## src/rtl/clock_mux_switch_sequencer_pkg.sv

```systemverilog
// Shared types and default constants for the glitch-free clock mux switch sequencer.
package clock_mux_switch_sequencer_pkg;

  typedef enum logic [2:0] {
    IDLE          = 3'd0,
    DROP_OLD      = 3'd1,
    WAIT_OLD_LOW  = 3'd2,
    RAISE_NEW     = 3'd3,
    WAIT_NEW_HIGH = 3'd4,
    DONE          = 3'd5,
    ERROR         = 3'd6
  } state_e;

  localparam int DEFAULT_TIMEOUT_CYCLES = 64;
  localparam int DEFAULT_SYNC_STAGES    = 2;

endpackage

```

## src/rtl/clock_sync_bit.sv

```systemverilog
// Multi-flop synchronizer bringing one asynchronous level into the clk domain.
module clock_sync_bit #(
  parameter int STAGES = 2
) (
  input  logic clk_i,
  input  logic srst_i,
  input  logic d_i,
  output logic q_o
);

  logic [STAGES-1:0] sync_q;

  always_ff @(posedge clk_i) begin
    if (srst_i) begin
      sync_q <= '0;
    end else begin
      sync_q <= {sync_q[STAGES-2:0], d_i};
    end
  end

  assign q_o = sync_q[STAGES-1];

endmodule

```

## src/rtl/clock_mux_switch_sequencer.sv

```systemverilog
// Sequences a break-before-make switch of a two-input glitch-free clock mux,
// with per-wait timeouts and a sticky error that is cleared explicitly.
module clock_mux_switch_sequencer
  import clock_mux_switch_sequencer_pkg::*;
#(
  parameter bit RESET_SEL      = 1'b0,
  parameter int TIMEOUT_CYCLES = DEFAULT_TIMEOUT_CYCLES,
  parameter int SYNC_STAGES    = DEFAULT_SYNC_STAGES
) (
  input  logic clock,
  input  logic reset,
  input  logic req_valid,
  input  logic req_sel,
  output logic req_ready,
  output logic async_enable0,
  output logic async_enable1,
  input  logic async_enable0_ack,
  input  logic async_enable1_ack,
  output logic cur_sel,
  output logic done,
  output logic error,
  input  logic error_clear
);

  localparam int CNT_W = $clog2(TIMEOUT_CYCLES + 1);
  localparam logic [CNT_W-1:0] TIMEOUT_VAL = CNT_W'(TIMEOUT_CYCLES);
  localparam logic [CNT_W-1:0] CNT_MAX     = '1;
  localparam logic [1:0]       EN_RESET    = RESET_SEL ? 2'b10 : 2'b01;

  state_e           state_q, state_d;
  logic [1:0]       en_q, en_d;
  logic             cur_sel_q, cur_sel_d;
  logic             target_q, target_d;
  logic [CNT_W-1:0] cnt_q, cnt_d, cnt_inc;
  logic             done_q, error_q, req_ready_q;
  logic             ack0_s, ack1_s, old_ack, new_ack;

  clock_sync_bit #(.STAGES(SYNC_STAGES)) u_sync_ack0 (
    .clk_i  (clock),
    .srst_i (reset),
    .d_i    (async_enable0_ack),
    .q_o    (ack0_s)
  );

  clock_sync_bit #(.STAGES(SYNC_STAGES)) u_sync_ack1 (
    .clk_i  (clock),
    .srst_i (reset),
    .d_i    (async_enable1_ack),
    .q_o    (ack1_s)
  );

  assign old_ack = cur_sel_q ? ack1_s : ack0_s;
  assign new_ack = target_q  ? ack1_s : ack0_s;
  assign cnt_inc = (cnt_q == CNT_MAX) ? cnt_q : cnt_q + 1'b1;

  always_comb begin
    state_d   = state_q;
    en_d      = en_q;
    cur_sel_d = cur_sel_q;
    target_d  = target_q;
    cnt_d     = cnt_q;
    case (state_q)
      IDLE: begin
        if (req_valid && req_ready_q) begin
          if (req_sel == cur_sel_q) begin
            state_d = DONE;
          end else begin
            // Old enable drops on the accepting edge so it is seen in DROP_OLD.
            target_d         = req_sel;
            en_d[cur_sel_q]  = 1'b0;
            state_d          = DROP_OLD;
          end
        end
      end
      DROP_OLD: begin
        cnt_d   = '0;
        state_d = WAIT_OLD_LOW;
      end
      WAIT_OLD_LOW: begin
        // An ack seen on the final counted cycle takes priority over the timeout.
        if (!old_ack) begin
          en_d[target_q] = 1'b1;
          state_d        = RAISE_NEW;
        end else if (cnt_inc == TIMEOUT_VAL) begin
          en_d    = 2'b00;
          state_d = ERROR;
        end else begin
          cnt_d = cnt_inc;
        end
      end
      RAISE_NEW: begin
        cnt_d   = '0;
        state_d = WAIT_NEW_HIGH;
      end
      WAIT_NEW_HIGH: begin
        if (new_ack) begin
          cur_sel_d = target_q;
          state_d   = DONE;
        end else if (cnt_inc == TIMEOUT_VAL) begin
          en_d    = 2'b00;
          state_d = ERROR;
        end else begin
          cnt_d = cnt_inc;
        end
      end
      DONE: begin
        state_d = IDLE;
      end
      ERROR: begin
        en_d = 2'b00;
        if (error_clear) begin
          en_d[cur_sel_q] = 1'b1;
          state_d         = IDLE;
        end
      end
      default: begin
        state_d = IDLE;
      end
    endcase
  end

  always_ff @(posedge clock) begin
    if (reset) begin
      state_q     <= IDLE;
      en_q        <= EN_RESET;
      cur_sel_q   <= RESET_SEL;
      target_q    <= RESET_SEL;
      cnt_q       <= '0;
      done_q      <= 1'b0;
      error_q     <= 1'b0;
      req_ready_q <= 1'b1;
    end else begin
      state_q     <= state_d;
      en_q        <= en_d;
      cur_sel_q   <= cur_sel_d;
      target_q    <= target_d;
      cnt_q       <= cnt_d;
      done_q      <= (state_q == DONE);
      error_q     <= (state_d == ERROR);
      req_ready_q <= (state_d == IDLE);
    end
  end

  assign req_ready     = req_ready_q;
  assign async_enable0 = en_q[0];
  assign async_enable1 = en_q[1];
  assign cur_sel       = cur_sel_q;
  assign done          = done_q;
  assign error         = error_q;

endmodule
```

## config.mk

```make
export PLATFORM = sky130hd
export DESIGN_NAME = clock_mux_switch_sequencer
export DESIGN_NICKNAME = d
export VERILOG_FILES = /design/src/rtl/clock_mux_switch_sequencer_pkg.sv /design/src/rtl/clock_sync_bit.sv /design/src/rtl/clock_mux_switch_sequencer.sv
export SDC_FILE = /design/constraint.sdc
export NUM_CORES = 1
export LEC_CHECK = 0
export ABC_AREA = 1
export CORE_MARGIN = 5
export CORE_UTILIZATION = 55
export CTS_CLUSTER_DIAMETER = 150
export DETAILED_ROUTE_END_ITERATION = 12
export PLACE_DENSITY = 0.86
export SYNTH_ARGS = -nofsm -noshare
export SYNTH_HDL_FRONTEND = slang
export SYNTH_SLANG_ARGS = --single-unit
```

## constraint.sdc

```tcl
create_clock -name clock -period 2.14 [get_ports clock]
set_clock_uncertainty 0.2 [all_clocks]
set_input_delay 0.321 -clock clock [delete_from_list [all_inputs] [get_ports clock]]
set_output_delay 0.321 -clock clock [all_outputs]
set_load 0.03 [all_outputs]
```

Yosys cells after proc, flatten, opt, wreduce, memory -nomap -nowiden. Index checks and enable logic that the tools add are counted.

Equal/unequal tests: 14. Mux-type cells: 25. Bitwise logic cells: 4. Reductions and logical operators: 12. Order comparisons: 4. Add/subtract/negate cells: 1.

Operators with widths (number): two-way mux 7 bit (4); case mux 7 bit (3 select lines) (1); two-way mux 3 bit (6); case mux 3 bit (6 select lines) (1); == test 7 bit (second input constant) (2); == test 3 bit (second input constant) (4); two-way mux 2 bit (6); != test 2 bit (second input constant) (4); case mux 2 bit (4 select lines) (1); adder 7 x 1 -> 7 bit (second input constant) (1); == test 3 x 2 -> 1 bit (second input constant) (2); zero test 3 bit (2); AND reduction 3 bit (2); less-than comparator 1 x 2 -> 1 bit (second input constant) (2); two-way mux 1 bit (4); AND reduction 4 bit (1); nonzero test 4 bit (1); == test 3 x 1 -> 1 bit (second input constant) (1); logical AND 1 bit (3); nonzero test 3 bit (1); AND 2 bit (1); demux 1 bit (select 1 bit) (2); >= comparator 1 bit (second input constant) (2); inverter 2 bit (1); 5 further kinds (5).

Register bits after elaboration: 21. Output and inout bits: 6. Input port bits: 7.

Longest topological paths before layout.
Word-level depth: 9. Depth in mapped cells: 14.

Modules after synthesis. Synthesis repeated with hierarchy kept, for this count alone.

Cells, all modules: 193. Area, all modules: 1292.5 µm².

Modules (own cells, without submodules): clock_mux_switch_sequencer (seq. area each 340.3 µm², area an instance 1182.4 µm², cells an instance 181, times used 1); clock_sync_bit (seq. area each 40.0 µm², area an instance 55.1 µm², cells an instance 6, times used 2).

Worst setup path before layout. No wires, ideal clock.

Path type: flip-flop to flip-flop. Start: register cnt_q[0]. End: register req_ready_q, in the netlist req_ready. Required time: 1.833 ns. Path slack: 0.281 ns. Buffers on the path: 0. Stages on the path, launching flop included: 15. Setup time: 0.107 ns. Arrival time: 1.552 ns. Period minus slack after synthesis: 1.859 ns. Cells stage by stage: dfxtp_1 -> ha_1 -> nand3_2 -> inv_2 -> nand2_4 -> nand2_2 -> nand2_2 -> nor2_4 -> nand3_4 -> nand2_1 -> nand2_1 -> nand2_1 -> nand2_2 -> nand2_2 -> inv_2.

Word-level cells in the longest chain between the ends: 7. Elaborated cells between the ends (all ways): 9.

RTL lines: start: declaration (line clock_mux_switch_sequencer.sv:34) `logic [CNT_W-1:0] cnt_q, cnt_d, cnt_inc;`; start signal: assignment (line clock_mux_switch_sequencer.sv:137) `cnt_q <= cnt_d;`; adder 7 x 1 -> 7 bit / == test 7 bit (equally long branches) (line clock_mux_switch_sequencer.sv:54) `assign cnt_inc = (cnt_q == CNT_MAX) ? cnt_q : cnt_q + 1'b1;`; two-way mux 7 bit (*) (line clock_mux_switch_sequencer.sv:54); == test 7 bit (*) (line clock_mux_switch_sequencer.sv:84, clock_mux_switch_sequencer.sv:99); two-way mux 3 bit (*) (line clock_mux_switch_sequencer.sv:84, clock_mux_switch_sequencer.sv:99); two-way mux 3 bit, on equally long branches (line clock_mux_switch_sequencer.sv:96, clock_mux_switch_sequencer.sv:81); case mux 3 bit (6 select lines) (*) (line clock_mux_switch_sequencer.sv:62) `case (state_q)`; zero test 3 bit (*) (line clock_mux_switch_sequencer.sv:140) `req_ready_q <= (state_d == IDLE);`; end signal: assignment (line clock_mux_switch_sequencer.sv:140); end: declaration (line clock_mux_switch_sequencer.sv:35) `logic done_q, error_q, req_ready_q;`.

Mark *: on every way between the ends. The rest lies on a longest branch, timed or not. A chain may end at the register's enable or synchronous reset.

Worst setup path in the final report. Ends and elaborated chain as after synthesis.

==> metrics.md <==
| Metric | Value |
|---|---|
| Status | complete, no violations |
| Crit start category | flop |
| Gr ovfl total | 0 |
| Synth warn | 0 |
| Slew Limit Fails | 0 |
| Slew Limit Headroom | 76.8% |
| I/O pin total | 13 |
| First-pass iteration count of the detailed router | 4 |
| Syn nets | just under 200 |
| Root Buffer | clkbuf_4 |
| Layout cells sized above 1 | 15.8% |
| Pwr/cell area | approximately 1000 nW/µm² |
| DR vias/cell | 5.34 |
| Finished Core Util | between 60 and 70% |
| CORE AREA | between 2000 and 2500 µm² |
| CP Data Arrival Time | slightly below 2 ns |
| Critical path buffers and inverters | 2 |
| Max-Cap Viols | 0 |
| VDD IR-drop max | approximately 740 µV |
| Drt drc | 0 |
| CTS tree | built |
| Post-placement cell area | around 1400 µm² |
| Tightest Pin Transition | between 0.3 and 0.4 ns |
| Die X | 57.7 µm |
| Row count | 17 |
| Synthesized flop and latch total | 21 |
| FMAX | 511 MHz |
| Clk slew on worst S/H paths | 0.12 ns |
| Hold crit path type | flop to flop |
| Fin area | approximately 1500 µm² |
| Library cells used by synthesis | 26 |
| Placed cells | 227 |
| First-pass GRT wire length | between 4000 and 5000 µm |
| Initial core utilization | roughly 57% |
| CP max FO | 9 |
| Finished Layout Cells | 231 |
| Gr usage total | roughly 18% |
| Number of H-tree levels | 1 |
| Final critical-path share of the clock period | approximately nine tenths |
| WL final | about 2800 µm |
| Clk Latency, worst-skew pair | slightly above 0.3 ns |
| Via count of the first global-routing pass | ~1100 |
| Most common cell after layout, fill and taps aside | nand2_1 |
| CTS max path bufs | 2 |
| Worst EP required | 2.17 ns |
| CP max-delay cell | dfxtp_1 |
| CTS Buf Count | 3 |
| Clock Sinks | 21 |
| Via count | ~1200 |
| Die height | a little under 60 µm |
| N_diodes | 0 |
| DRT iter0 DRCs | 57 |
| Crit path cell chain | ha_2, nand3_2, inv_2, nand2_4, nand2_2, nand2_2, nor2_4, nand3_4, nand2_1, nand2_1, nand2_1, nand2_2, nand2_2, inv_2 |
| Sequential area share after synthesis | around 34% |
| Crit path capture type | flop |
| Gpl congestion | around 0.88 |
| Synth Cell Area | between 1000 and 1500 µm² |
| Avg Cell Area, Syn | roughly 6.7 µm² |
| Gate Count Post-Synth | around 190 |
| TNS Setup | 0 ns |
| Reg-to-reg setup timing slack | 0.18 ns |
| # nets final | roughly 210 |
| Number of port buffers | 12 |
| Antenna violations before repair | 0 |
| Crit path top cell by count | nand2_2 |
| DR WL/cell | between 10 and 15 µm |
| Endpoints failing setup | 0 |
| Largest net degree at the start of global routing | 15 |
| Slowest stage delay, CP | 0.36 ns |
| Dpl hpwl | approximately 2200 µm |
| Commonest cells after routing, fill and taps aside | nand2_1, inv_1, dfxtp_1 |
| Antenna viol nets, final | 0 |
| Post-CTS Setup Repair Bufs | 0 |
| Hold Fails Final Rpt | 0 |
| Min Tclk post-route | approximately 2 ns |
| P&R area growth vs syn | 16.3% |
| Die ar. | ~3300 µm² |
| WS Path Type | flop to flop |
| CP delay by family, top | simple AND/OR/NAND/NOR gates |
| RSZ-0062 raised after global routing | no |
| Lkg Pwr | 0.674 nW |
==> where the power goes <==
group          total, mW  internal [mW]  switching [mW]
clock network      0.192         0.0698           0.122
logic              0.745          0.264           0.481
registers          0.522          0.461          0.0611
==> registers in the layout, summed over array words and instances (netlist names) <==
| register | count |
|---|---|
| cnt_q | 7 |
| state_q | 3 |
| en_q | 2 |
| u_sync_ack0.sync_q | 2 |
| u_sync_ack1.sync_q | 2 |
| cur_sel | 1 |
| done | 1 |
| error | 1 |
| req_ready | 1 |
| target_q | 1 |
==> worst min-delay path, cell delays in order, from the launching register on <==
cell and delay, ns:
dfxtp_1 0.31, inv_1 0.04, nor2_1 0.03
==> synth_stat cells <==
cell / instances / share of area [%]
xor2_1: 1 / 0.70
buf_1: 1 / 0.30
o21bai_1: 1 / 0.60
nand2_2: 5 / 2.5
nor2_2: 2 / 1.0
xnor2_1: 1 / 0.70
o21ai_1: 2 / 0.80
nand3_2: 2 / 1.6
a21oi_1: 15 / 6.0
nor3_1: 4 / 1.6
nor4_1: 2 / 1.0
nand2_4: 2 / 1.8
inv_2: 6 / 1.8
nand4_1: 10 / 5.0
nor2_4: 4 / 3.6
buf_2: 2 / 0.80
o21ai_0: 7 / 2.8
nand3_4: 1 / 1.4
dfxtp_1: 21 / 34
inv_1: 25 / 7.5
nand2_1: 34 / 10
clkbuf_1: 1 / 0.30
ha_1: 1 / 1.0
o211ai_1: 1 / 0.60
nor2_1: 16 / 4.8
nand3_1: 20 / 8.0
==> per-stage QoR <==
| stage | hold WS (ns) | total power [mW] | setup WS, ns |
|---|---|---|---|
| final | 0.209 | 1.46 | 0.182 |
| after CTS | 0.215 | 1.46 | 0.0151 |
| after global placement | 0.194 | 1.25 | 0.159 |
| after floorplan | 0.188 | 1.06 | 0.281 |
| after detailed placement | 0.199 | 1.27 | 0.137 |
| after global routing | 0.242 | 1.58 | 0.0150 |
==> layer usage <==
metal / vias up / GRT usage [%] / part of all wire, %
met4: 0 / 6.29 / 1.7
li1: 641 / - / -
met3: 7 / 3.34 / 4.4
met5: - / 0 / 0
met1: 557 / 22.2 / 45
met2: 29 / 30.0 / 48
==> cells by family after synthesis <==
| family | share of synthesized area (%) |
|---|---|
| compound gates | 10.8 |
| xor+xnor | 1.40 |
| fa+ha+maj | 1.00 |
| buf+inv | 10.7 |
| flops | 33.6 |
| simple gates | 42.5 |
==> layout make-up <==
cell class | count | area (µm²)
inverter | 31 | 116
clock buffer | 3 | 22.5
timing repair buffer | 16 | 153
sequential | 21 | 420
clock inverter | 1 | 5.00
multi-input combinational | 131 | 703
fill | 197 | 736
tap | 28 | 35.0
==> final timing paths <==
| check | start | to | cells past startpoint |
|---|---|---|---|
| worst max-delay path | cnt_q[0] | req_ready | 14 |
| worst min-delay path | u_sync_ack1.sync_q[0] | u_sync_ack1.sync_q[1] | 2 |
| worst max register to register | cnt_q[0] | req_ready | 14 |
| worst min register to register | u_sync_ack1.sync_q[0] | u_sync_ack1.sync_q[1] | 2 |
==> what timing repair did <==
item / in CTS / in global routing
hold buffers: 0 / 0
endpoints found under the setup margin: 0 / 4
gates resized for setup: 0 / 3
endpoints found under the hold margin: 0 / 0
Power figures use the tool's default switching activity.
